--- src/rtl/seq_word_adder.sv ---
// seq_word_adder: streams two WORDS*WIDTH-bit operands through a single
// WIDTH-bit adder slice, least-significant word first, chaining the carry
// between beats in a register. One output register stage, no skid buffer.
// Optional feature: define SEQ_ADD_SUB_EN to add the in_sub port, which turns
// the packet into A-B (out_cout=1 means no borrow).
module seq_word_adder #(
  parameter int WIDTH = 4,
  parameter int WORDS = 4
) (
  input  logic             clk,
  input  logic             rst,
  input  logic             in_valid,
  output logic             in_ready,
  input  logic [WIDTH-1:0] in_a,
  input  logic [WIDTH-1:0] in_b,
  input  logic             in_cin,
`ifdef SEQ_ADD_SUB_EN
  input  logic             in_sub,
`endif
  output logic             out_valid,
  input  logic             out_ready,
  output logic [WIDTH-1:0] out_sum,
  output logic             out_last,
  output logic             out_cout
);

  localparam int CNT_W = (WORDS > 1) ? $clog2(WORDS) : 1;
  localparam logic [CNT_W-1:0] LAST_CNT = CNT_W'(WORDS - 1);

  typedef enum logic {
    IDLE = 1'b0,
    RUN  = 1'b1
  } state_t;

  state_t           state;
  state_t           state_next;
  logic [CNT_W-1:0] beat_cnt;
  logic [CNT_W-1:0] cnt_next;
  logic             carry_reg;
  logic             accept;
  logic             beat_last;
  logic             carry_src;
  logic             sub_active;
  logic [WIDTH-1:0] b_eff;
  logic [WIDTH:0]   slice_sum;
`ifdef SEQ_ADD_SUB_EN
  logic             sub_reg;
`endif

  // A new beat may enter whenever the output register is empty or draining.
  assign in_ready = !rst && (!out_valid || out_ready);
  assign accept   = in_valid && in_ready;

  // State register: packet phase, beat counter, chained carry, packet mode.
  always_ff @(posedge clk) begin
    if (rst) begin
      state     <= IDLE;
      beat_cnt  <= '0;
      carry_reg <= 1'b0;
`ifdef SEQ_ADD_SUB_EN
      sub_reg   <= 1'b0;
`endif
    end else begin
      state    <= state_next;
      beat_cnt <= cnt_next;
      if (accept) begin
        carry_reg <= slice_sum[WIDTH];
`ifdef SEQ_ADD_SUB_EN
        sub_reg   <= sub_active;
`endif
      end
    end
  end

  // Next-state logic: count accepted beats and return to IDLE after the last.
  always_comb begin
    state_next = state;
    cnt_next   = beat_cnt;
    if (accept) begin
      case (state)
        IDLE: begin
          if (WORDS > 1) begin
            state_next = RUN;
            cnt_next   = CNT_W'(1);
          end
        end
        RUN: begin
          if (beat_cnt == LAST_CNT) begin
            state_next = IDLE;
            cnt_next   = '0;
          end else begin
            cnt_next = beat_cnt + CNT_W'(1);
          end
        end
        default: begin
          state_next = IDLE;
          cnt_next   = '0;
        end
      endcase
    end
  end

  // Slice datapath: pick the carry source and operand polarity, then add.
  always_comb begin
    beat_last = (state == IDLE) ? (WORDS == 1) : (beat_cnt == LAST_CNT);
`ifdef SEQ_ADD_SUB_EN
    sub_active = (state == IDLE) ? in_sub : sub_reg;
    carry_src  = (state == IDLE) ? (in_sub | in_cin) : carry_reg;
`else
    sub_active = 1'b0;
    carry_src  = (state == IDLE) ? in_cin : carry_reg;
`endif
    b_eff     = sub_active ? ~in_b : in_b;
    slice_sum = {1'b0, in_a} + {1'b0, b_eff} + {{WIDTH{1'b0}}, carry_src};
  end

  // Output register: load on an accepted beat, empty when drained.
  always_ff @(posedge clk) begin
    if (rst) begin
      out_valid <= 1'b0;
      out_sum   <= '0;
      out_last  <= 1'b0;
      out_cout  <= 1'b0;
    end else if (accept) begin
      out_valid <= 1'b1;
      out_sum   <= slice_sum[WIDTH-1:0];
      out_last  <= beat_last;
      out_cout  <= beat_last ? slice_sum[WIDTH] : 1'b0;
    end else if (out_ready) begin
      out_valid <= 1'b0;
    end
  end

endmodule

--- config.mk ---
export PLATFORM = sky130hd
export DESIGN_NAME = seq_word_adder
export DESIGN_NICKNAME = d
export VERILOG_FILES = /design/src/rtl/seq_word_adder.sv
export SDC_FILE = /design/constraint.sdc
export NUM_CORES = 1
export LEC_CHECK = 0
export ABC_CLOCK_PERIOD_IN_PS = 2930
export BUFFER_PORTS_ARGS = -buffer_cell sky130_fd_sc_hd__buf_2
export CORE_AREA = 4 4 41 43
export DETAILED_ROUTE_END_ITERATION = 7
export DIE_AREA = 0 0 45 47
export PLACE_DENSITY = 0.73
export SETUP_SLACK_MARGIN = 0.02
export SYNTH_ARGS = -nofsm -noshare
export SYNTH_HDL_FRONTEND = slang
export SYNTH_SLANG_ARGS = --single-unit
--- constraint.sdc ---
create_clock -name clk -period 2.93 [get_ports clk]
set_clock_uncertainty 0.1 [all_clocks]
set_input_delay 0.586 -clock clk [delete_from_list [all_inputs] [get_ports clk]]
set_output_delay 0.586 -clock clk [all_outputs]
set_load 0.01 [all_outputs]
Word level (Yosys, flattened, before mapping)
Index checks and enable logic that the tools add are counted.
W data, S select, Z words.
{"block": "op_classes", "add_sub_neg": 3, "multipliers": 0, "div_mod_pow": 0, "order_cmp": 0, "eq_ne": 1, "shift": 0, "mux": 9, "bitwise": 1, "n_reduce_logical": 6}
{"operator": "$mux W1", "n": 6}
{"operator": "$add A4 B4 Y5", "n": 1}
{"operator": "$add A5 B1 Y5", "n": 1}
{"operator": "$pmux W2 S2", "n": 1}
{"operator": "$add A2 B1 Y2 const B", "n": 1}
{"operator": "$eq A2 B2 Y1 const B", "n": 1}
{"operator": "$logic_and A1 B1 Y1", "n": 2}
{"operator": "$logic_not A1 Y1", "n": 2}
{"operator": "$mux W2", "n": 1}
{"operator": "$pmux W1 S2", "n": 1}
{"operator": "$reduce_bool A2 Y1", "n": 1}
{"operator": "$logic_or A1 B1 Y1", "n": 1}
{"operator": "$not A1 Y1", "n": 1}
{"block": "totals", "reg_bits": 11, "latch_bits": 0, "mem_bits_rw": 0, "romBits": 0, "in_bits": 13, "elab_cells": 27, "n_memories": 0}

Logic depth before layout (Yosys ltp)
Gate-level depths: netlist of run 1.
{"block": "logic_depth", "word_depth": 5, "mapped_depth": 6}

Worst setup path after synthesis of run 1
OpenSTA, ideal clock, no wires.
{"block": "synth_path", "path_type": "input port to flip-flop", "startpoint": "in in_cin", "endpoint": "reg carry_reg", "setup_ns": 0.130, "arrival_ns": 2.060, "required_time_ns": 2.700, "setup_slack_ns": 0.640, "cell_stages": 6, "n_path_buf": 0, "path_cell_list": "mux2_2 -> fa_1 -> fa_1 -> a21o_1 -> a21oi_1 -> a211oi_1"}
{"block": "synth_between", "elab_chain_cells": 2}
{"element": "start: declaration", "line_no": "16", "source": "input logic in_cin,"}
{"element": "$mux W1", "line_no": "111", "source": "carry_src = (state == IDLE) ? in_cin : carry_reg;"}
{"element": "$add A5 B1 Y5", "line_no": "114", "source": "slice_sum = {1'b0, in_a} + {1'b0, b_eff} + {{WIDTH{1'b0}}, carry_src};"}
{"element": "end signal: assignment", "line_no": "67", "source": "carry_reg <= slice_sum[WIDTH];"}
{"element": "end: declaration", "line_no": "39", "source": "logic carry_reg;"}
No other way between the ends.
A chain may end at the register's enable or synchronous reset.

Final worst setup path of run 1
{"block": "layout_path", "startpoint": "reg state", "endpoint": "reg carry_reg"}
{"block": "layout_between", "elab_chain_cells": 2}
{"element": "start: declaration", "line_no": "35", "source": "state_t state;"}
{"element": "start signal: assignment", "line_no": "64", "source": "state <= state_next;"}
{"element": "$mux W1", "line_no": "111"}
{"element": "$add A5 B1 Y5", "line_no": "114"}
No other way between the ends.

==> qor.txt, run 1 <==
status -> finished clean
starting DRC count in detailed routing -> 4
Post-synth ARST share -> 0%
core area -> 1300 um2
EDFF count, synth -> 0
vias post-DR -> 526
Die X -> 45 um
first-pass GRT wire length -> 2.13 mm
ys flop type -> dfxtp_1
drt first pass iters -> 4
Largest Register -> out_sum
Most Crowded Layer GR -> met2
Initial Util -> 45.8%
IO Pins -> 21
RSZ-0062 raised after global routing -> false
Post-Syn Instances -> 59
CP Data Arrival Time -> 2360 ps
CP Max Fanout -> 5
Commonest cells post-synth -> 11 x dfxtp_1, 7 x a21oi_1, 4 x ha_1
H-tree lvl count -> 1
Max Slew Vio Count -> 0
final std cells w/o fill -> 95
GR Util met1 -> 16.7%
PnR Total Power -> 0.336 mW
Largest regs -> out_sum (4), beat_cnt (2)
setup TNS -> 0 ps
top-count cell post-synth -> dfxtp_1
overall routing resource usage -> 14.3%
worst-skew pair later-pin latency -> 260 ps
leakage -> 0.357 nW
Post-DRT Antenna Nets -> 0
dominant cell type by area after synthesis -> dfxtp_1
gp weighted congestion -> 0.726
Post-route DRC -> 0
hold buffer count at cts -> 0
max reg flops -> 4
CTS buffer count -> 3
PostCTS Resize Cnt -> 0
# rows -> 13
hold path depth -> 2
reg-to-reg slack, setup -> 610 ps
Global Route met3 Usage -> 2.30%
Worst Hold Path EP -> out_last$_SDFFE_PP0P_
startpoint types -> flip-flop
number of global-route vias before repair -> 496
total clock sinks -> 11
Worst setup EP type -> flip-flop
Slew @ Worst Pin -> 393 ps
Mapped Avg Cell Area -> 10.1 um2
largest net degree at the start of global routing -> 10
Crit Reg-Reg Startpoint -> state$_SDFFE_PP0P_
port bufs -> 20
R2R cell count -> 6
CTS root buf -> clkbuf_4
#FFs+latches synth -> 11
grt ovf -> 0
Max-Cap Viols -> 0
Syn. warnings -> 0
CTS tree -> built
critical path class -> flip-flop to flip-flop
Placed Instances -> 91
final hold vios -> 0
fraction of layout cells with a size suffix above 1 -> 35.0%
overall routed net length -> 1.28 mm
antenna violations before repair -> 0
worst-case clock buffer depth -> 2
die area -> 2120 um2
share of the synthesized area in the top cell type -> 37.0%
WL per Instance -> 13.4 um
Hold Path Class -> flip-flop to flip-flop
dominant cells by area after synthesis -> dfxtp_1 37%, ha_1 8.4%, fa_1 6.7%
Synth Cell Area -> 596 um2
Tmin final -> 2320 ps
met2 Usage GRT -> 24.3%
chip height -> 47 um
synth unique cells -> 29
fin nets -> 100
register area share after synthesis -> 37.0%
endpoints failing setup -> 0
max frequency -> 432 MHz
Slew headroom -> 73.8%
P&R area growth vs syn -> 20.4%
fillers -> 133
RR Endpoint -> carry_reg$_SDFFE_PP0P_
P per Cell Area -> 469 nW/um2
# diodes -> 0
Syn Nets -> 78
postcts setup bufs -> 0
via/cell ratio -> 5.54
final period utilization -> 79.1%
Clock transition at path regs -> 70 ps
Worst IR Drop VDD -> 0.264 mV
Hold Startpoint -> out_last$_SDFFE_PP0P_
data required time of the worst path -> 2970 ps
-- cells by family after synthesis --
| family | share of synthesized area, % |
|---|---|
| adders and majority gates | 15.1 |
| xor gates and xnor gates | 1.47 |
| DFF | 37.0 |
| and+or+nand+nor | 14.3 |
| AOI/OAI and AO/OA | 25.0 |
| buffers and inverters | 5.25 |
| muxes | 1.89 |
-- routing by layer --
| metal | wire (um) | share of wire, % | up-vias |
|---|---|---|---|
| li1 | - | - | 263 |
| met2 | 637 | 50 | 18 |
| met1 | 545 | 43 | 243 |
| met3 | 71 | 5.6 | 2 |
| met4 | 19 | 1.5 | 0 |
| met5 | 0 | 0 | - |
-- layout by cell type, fill, tap and decap left out --
| master | instances |
|---|---|
| clkbuf_1 | 1 |
| mux2_2 | 1 |
| nand3_1 | 1 |
| nand2b_1 | 2 |
| clkbuf_4 | 3 |
| nor2b_1 | 1 |
| a211oi_1 | 2 |
| and3_1 | 2 |
| buf_2 | 20 |
| inv_1 | 2 |
| a21o_1 | 1 |
| a21boi_0 | 1 |
| nor2_1 | 2 |
| ha_1 | 4 |
| a31o_2 | 2 |
| o211ai_1 | 2 |
| o31ai_1 | 1 |
| xnor2_1 | 1 |
| fa_1 | 2 |
| and3b_1 | 1 |
| dfxtp_1 | 11 |
| nand4_1 | 2 |
| o211a_1 | 2 |
| o21ai_1 | 1 |
| o2111ai_1 | 1 |
| o21ai_0 | 2 |
| nor2b_4 | 1 |
| nand2_2 | 1 |
| a21oi_1 | 7 |
-- worst max-delay path by stage --
stage,slack (ps),end,cells past startpoint,from
after floorplan,640,carry_reg$_SDFFE_PP0P_,6,in_cin
after global placement,480,carry_reg$_SDFFE_PP0P_,7,in_cin
after detailed placement,420,carry_reg$_SDFFE_PP0P_,7,in_cin
after CTS,600,carry_reg$_SDFFE_PP0P_,6,state$_SDFFE_PP0P_
after global routing,480,carry_reg$_SDFFE_PP0P_,6,state$_SDFFE_PP0P_
final,610,carry_reg$_SDFFE_PP0P_,6,state$_SDFFE_PP0P_
-- cell type report --
| type | count | area [um2] | area share [%] |
|---|---|---|---|
| Multi-Input combinational cell | 43 | 344 | 48.0 |
| Sequential cell | 11 | 220 | 30.7 |
| Timing Repair Buffer | 20 | 100 | 14.0 |
| Inverter | 2 | 7.51 | 1.05 |
| Tap cell | 15 | 18.8 | 2.62 |
| Clock buffer | 4 | 26.3 | 3.66 |
-- power by group --
group	leakage, nW	internal, mW	total [mW]	switching, mW
combinational	0.251	0.0342	0.0702	0.0360
sequential	0.0903	0.159	0.165	0.00561
clock	0.0150	0.0526	0.101	0.0485
total	0.357	0.246	0.336	0.0901
-- worst max-delay path, cell delays in order (launching register included) --
cell and delay, ps:
dfxtp_1 400, mux2_2 360, fa_1 410, fa_1 430, a21o_1 200, a21oi_1 200
a211oi_1 100
-- per-stage QoR --
stage,instance area [um2],hold WS [ps],utilization (%),worst slack [ps]
2_1_floorplan,596,353,-,640
3_3_place_gp,691,361,53.1,483
3_5_place_dp,691,368,53.1,419
4_1_cts,717,377,55.1,604
5_1_grt,717,411,55.1,479
6_report,717,374,55.1,613
Power figures use the tool's default switching activity.
==> run 2: changes to the inputs <==
ABC_AREA = 1   (was default)
ABC_CLOCK_PERIOD_IN_PS = 2000   (was 2930)
CORE_AREA = default   (was 4 4 41 43)
CORE_MARGIN = 4   (was default)
CORE_UTILIZATION = 42   (was default)
DIE_AREA = default   (was 0 0 45 47)
PLACE_DENSITY = 0.72   (was 0.73)
clock period = 2 ns   (was 2.93 ns; I/O delays follow)
==> qor.txt, run 2 <==
status -> finished clean
# rows -> 13
Max Slew Vio Count -> 0
most frequent cells in the layout -> 21 x nand2_1, 20 x buf_2, 10 x dfxtp_1
Worst setup EP type -> flip-flop
Largest regs -> out_sum (4), beat_cnt (2)
final std cells w/o fill -> 113
Placement Setup Slack -> -147 ps
worst-case clock buffer depth -> 2
largest net degree at the start of global routing -> 14
Initial Util -> 45.0%
Tmin final -> 1920 ps
core area -> 1320 um2
Mapped Avg Cell Area -> 8.01 um2
Flop pwr share -> 47.7%
drt first pass iters -> 5
PnR Total Power -> 0.514 mW
postcts setup bufs -> 0
register area share after synthesis -> 37.1%
first-pass GRT wire length -> 1.82 mm
Switch Pwr -> 0.147 mW
leakage -> 0.390 nW
DPL Wire Length -> 918 um
part of the power in the clock network -> 29.5%
Final Cell Area -> 749 um2
CP Max Fanout -> 2
starting DRC count in detailed routing -> 4
P per Cell Area -> 685 nW/um2
final hold vios -> 0
Post-route DRC -> 0
IO Pins -> 21
WL per Instance -> 10.3 um
dominant cell type by area after synthesis -> dfxtp_1
Post-Syn Instances -> 74
EDFF count, synth -> 0
startpoint types -> flip-flop
number of global-route vias before repair -> 466
via/cell ratio -> 4.86
vias post-DR -> 549
fin worst setup slack -> 82.2 ps
most common cell after layout, fill and taps aside -> nand2_1
synth unique cells -> 15
max frequency -> 521 MHz
Hold Path Class -> primary input to flip-flop
Synth Cell Area -> 593 um2
Max-Cap Viols -> 0
Worst IR Drop VDD -> 0.272 mV
worst-skew pair later-pin latency -> 270 ps
critical path class -> flip-flop to flip-flop
overall routing resource usage -> 12.5%
combinational power share -> 22.8%
sw frac -> 28.6%
H-tree lvl count -> 1
hold buffer count at cts -> 0
final core utilization -> 56.9%
# diodes -> 0
max reg flops -> 4
share of the synthesized area in the top cell type -> 37.1%
Syn. warnings -> 0
Slew headroom -> 86.3%
fin nets -> 118
gp weighted congestion -> 0.770
ys flop type -> dfxtp_1
CP Data Arrival Time -> 1980 ps
CTS buffer count -> 3
Clock transition at path regs -> 70 ps
#FFs+latches synth -> 11
CTS root buf -> clkbuf_4
RSZ-0062 raised after global routing -> true
CTS tree -> built
dominant cells by area after synthesis -> dfxtp_1 37%, nand2_1 15%, a21oi_1 8.4%
Die X -> 45.6 um
Slew @ Worst Pin -> 205 ps
total clock sinks -> 11
Commonest cells post-synth -> 23 x nand2_1, 11 x dfxtp_1, 10 x a21oi_1
Syn Nets -> 93
Pint -> 0.366 mW
endpoints failing setup -> 0
overall routed net length -> 1.17 mm
antenna violations before repair -> 0
data required time of the worst path -> 2060 ps
port bufs -> 20
Post-synth ARST share -> 0%
cell area after placement -> 699 um2
Largest Register -> out_sum
P&R area growth vs syn -> 26.4%
fraction of layout cells with a size suffix above 1 -> 34.7%
Post-DRT Antenna Nets -> 0
final period utilization -> 95.9%
top-count cell post-synth -> nand2_1
grt ovf -> 0
Placed Instances -> 109
chip height -> 45.6 um
die area -> 2080 um2
## run 2: path summary, 6_finish.rpt
kind	start	endpoint	slack [ps]	depth (start not counted)
min reg2reg	out_last$_SDFFE_PP0P_	out_last$_SDFFE_PP0P_	340	2
min	rst	state$_SDFFE_PP0P_	280	2
max	state$_SDFFE_PP0P_	carry_reg$_SDFFE_PP0P_	80	7
max reg2reg	state$_SDFFE_PP0P_	carry_reg$_SDFFE_PP0P_	80	7
## run 2: per-layer routing
metal / global-route usage [%] / up-vias / wire length [um]
met5: 0 / - / 0
met4: 10.5 / 0 / 17
met3: 2.37 / 2 / 68
met2: 20.1 / 16 / 563
met1: 13.9 / 240 / 516
li1: - / 291 / -
## run 2: logic make-up (layout without fill, tap and decap cells)
logic type | count (synthesis) | in the layout | synth area share [%]
flops | 11 | 11 | 37.1
simple gates | 33 | 33 | 25.3
buf+inv | 11 | 35 | 9.70
fa+ha+maj | 6 | 6 | 15.2
mux | 1 | 1 | 1.90
compound gates | 11 | 11 | 9.28
xor+xnor | 1 | 1 | 1.48
## run 2: per-stage QoR
step | setup TNS [ps] | hold slack, ps
detailed placement | -385 | 332
global placement | -229 | 331
finish | 0 | 284
floorplan | 0 | 334
global route | 0 | 296
CTS | 0 | 284
## run 2: timing repair
action	CTS	global route
setup endpoints to repair	3	3
endpoints found under the hold margin	0	0
pin swaps	0	4
gates resized for setup	2	6
## run 2: critical path: stages (launching register included)
cell,delay [ps]
dfxtp_2,340
mux2_4,310
fa_2,390
fa_2,400
nand3_2,90
nand2_2,50
nand2_2,80
a21oi_1,60
## run 2: power groups by stage
| stage | clock, mW | combinational (mW) | sequential [mW] |
|---|---|---|---|
| after global routing | 0.162 | 0.135 | 0.247 |
| after floorplan | 0 | 0.0670 | 0.255 |
| after CTS | 0.157 | 0.113 | 0.244 |
| final | 0.152 | 0.117 | 0.245 |
| after global placement | 0 | 0.110 | 0.249 |
| after detailed placement | 0 | 0.112 | 0.249 |
## run 2: area by class of cell
cell class | instances | area (um2)
clock buffers | 4 | 26.3
fillers | 134 | 568
inverters | 10 | 37.5
multi-input cells | 52 | 338
flip-flops and latches | 11 | 221
well taps | 15 | 18.8
repair buffers | 21 | 108
==> run 3: changes to the inputs <==
PLACE_DENSITY = 0.83   (was 0.72)
==> qor.txt, run 3 (synthesis gave the netlist of run 2 again) <==
Flop pwr share -> 46.7%
Largest regs -> out_sum (4), beat_cnt (2)
R2R cell count -> 6
reg-to-reg slack, setup -> 30 ps
Post-route DRC -> 0
Worst setup EP type -> flip-flop
Pint -> 0.370 mW
fin nets -> 119
Post-DRT Antenna Nets -> 0
Slew @ Worst Pin -> 205 ps
P&R area growth vs syn -> 28.5%
combinational power share -> 23.9%
Critical Path End -> out_sum[2]$_SDFFE_PP0P_
endpoints failing setup -> 0
worst-skew pair later-pin latency -> 270 ps
Die X -> 45.6 um
data required time of the worst path -> 2100 ps
critical path class -> flip-flop to flip-flop
startpoint types -> flip-flop
max frequency -> 507 MHz
WL per Instance -> 12.2 um
largest net degree at the start of global routing -> 14
max reg flops -> 4
via/cell ratio -> 5.02
overall routed net length -> 1.39 mm
CP startpoint -> state$_SDFFE_PP0P_
starting DRC count in detailed routing -> 5
RR Endpoint -> out_sum[2]$_SDFFE_PP0P_
most frequent cells in the layout -> 22 x nand2_1, 20 x buf_2, 10 x dfxtp_1
Worst IR Drop VDD -> 0.298 mV
final period utilization -> 98.6%
gp weighted congestion -> 0.759
CTS root buf -> clkbuf_4
Tmin final -> 1970 ps
Hold Slack -> 292 ps
Crit Reg-Reg Startpoint -> state$_SDFFE_PP0P_
Max Slew Vio Count -> 0
total clock sinks -> 11
Max-Cap Viols -> 0
part of the power in the clock network -> 29.4%
H-tree lvl count -> 1
Clock transition at path regs -> 80 ps
Initial Util -> 45.0%
CP Max Fanout -> 2
fraction of layout cells with a size suffix above 1 -> 36.4%
core area -> 1320 um2
Switch Pwr -> 0.156 mW
Placed Instances -> 109
leakage -> 0.395 nW
final std cells w/o fill -> 114
overall routing resource usage -> 14.6%
vias post-DR -> 572
CTS tree -> built
Slew headroom -> 86.3%
RSZ-0062 raised after global routing -> true
chip height -> 45.6 um
antenna violations before repair -> 0
die area -> 2080 um2
DPL Wire Length -> 990 um
drt first pass iters -> 4
first-pass GRT wire length -> 2.09 mm
grt ovf -> 0
# rows -> 13
worst-case clock buffer depth -> 2
CTS buffer count -> 3
PnR Total Power -> 0.526 mW
most common cell after layout, fill and taps aside -> nand2_1
Hold Path Class -> primary input to flip-flop
port bufs -> 20
final hold vios -> 0
sw frac -> 29.7%
IO Pins -> 21
CP Data Arrival Time -> 2070 ps
# diodes -> 0
number of global-route vias before repair -> 532
P per Cell Area -> 691 nW/um2
Largest Register -> out_sum
status -> finished clean
==> run 3: worst min-delay path by stage <==
stage | start | to | slack (ps) | cells past startpoint
2_1_floorplan | carry_reg$_SDFFE_PP0P_ | carry_reg$_SDFFE_PP0P_ | 330 | 2
3_3_place_gp | out_last$_SDFFE_PP0P_ | out_last$_SDFFE_PP0P_ | 330 | 2
3_5_place_dp | out_last$_SDFFE_PP0P_ | out_last$_SDFFE_PP0P_ | 350 | 2
4_1_cts | rst | out_sum[2]$_SDFFE_PP0P_ | 280 | 2
5_1_grt | rst | out_sum[2]$_SDFFE_PP0P_ | 310 | 2
6_report | rst | carry_reg$_SDFFE_PP0P_ | 290 | 2
==> run 3: metrics by stage <==
| stage | TNS [ps] | cell area (um2) | worst slack (ps) | utilization (%) |
|---|---|---|---|---|
| after floorplan | 0 | 593 | 30.8 | - |
| after global placement | -197 | 699 | -78.3 | 53.1 |
| after detailed placement | -342 | 699 | -129 | 53.1 |
| after CTS | 0 | 731 | 63.5 | 55.5 |
| after global routing | -25.4 | 762 | -25.4 | 57.8 |
| final | 0 | 762 | 28.4 | 57.8 |
==> run 3: power by group through the flow <==
| stage | logic (mW) | clock network (mW) | registers [mW] |
|---|---|---|---|
| final | 0.126 | 0.155 | 0.246 |
| after global routing | 0.142 | 0.169 | 0.247 |
| after global placement | 0.108 | 0 | 0.249 |
| after CTS | 0.115 | 0.158 | 0.245 |
| after detailed placement | 0.112 | 0 | 0.250 |
| after floorplan | 0.0670 | 0 | 0.255 |
==> run 3: layer usage <==
layer | routed length [um] | global-route usage [%]
met5 | 0 | 0
met4 | 53 | 14.0
met3 | 98 | 2.37
met2 | 698 | 24.0
met1 | 542 | 15.3
==> run 3: what timing repair did <==
action                     CTS  global route
hold buffers                 0             0
pin swaps                    0             3
setup endpoints to repair    3             3
gates resized for setup      2             7
buffers inserted             0             1
==> run 3: worst max-delay path, cell delays in order, from the launching register on <==
cell and delay [ps]:
dfxtp_2 350, mux2_4 310, fa_2 390, fa_2 390
xor2_1 150, nand2_1 90, a21oi_2 130
==> run 3: final cells by class <==
cell class	count	area (um2)
Inverter	10	37.5
Tap cell	15	18.8
Clock buffer	4	26.3
Sequential cell	11	221
Multi-Input combinational cell	52	343
Timing Repair Buffer	22	115
Fill cell	133	556
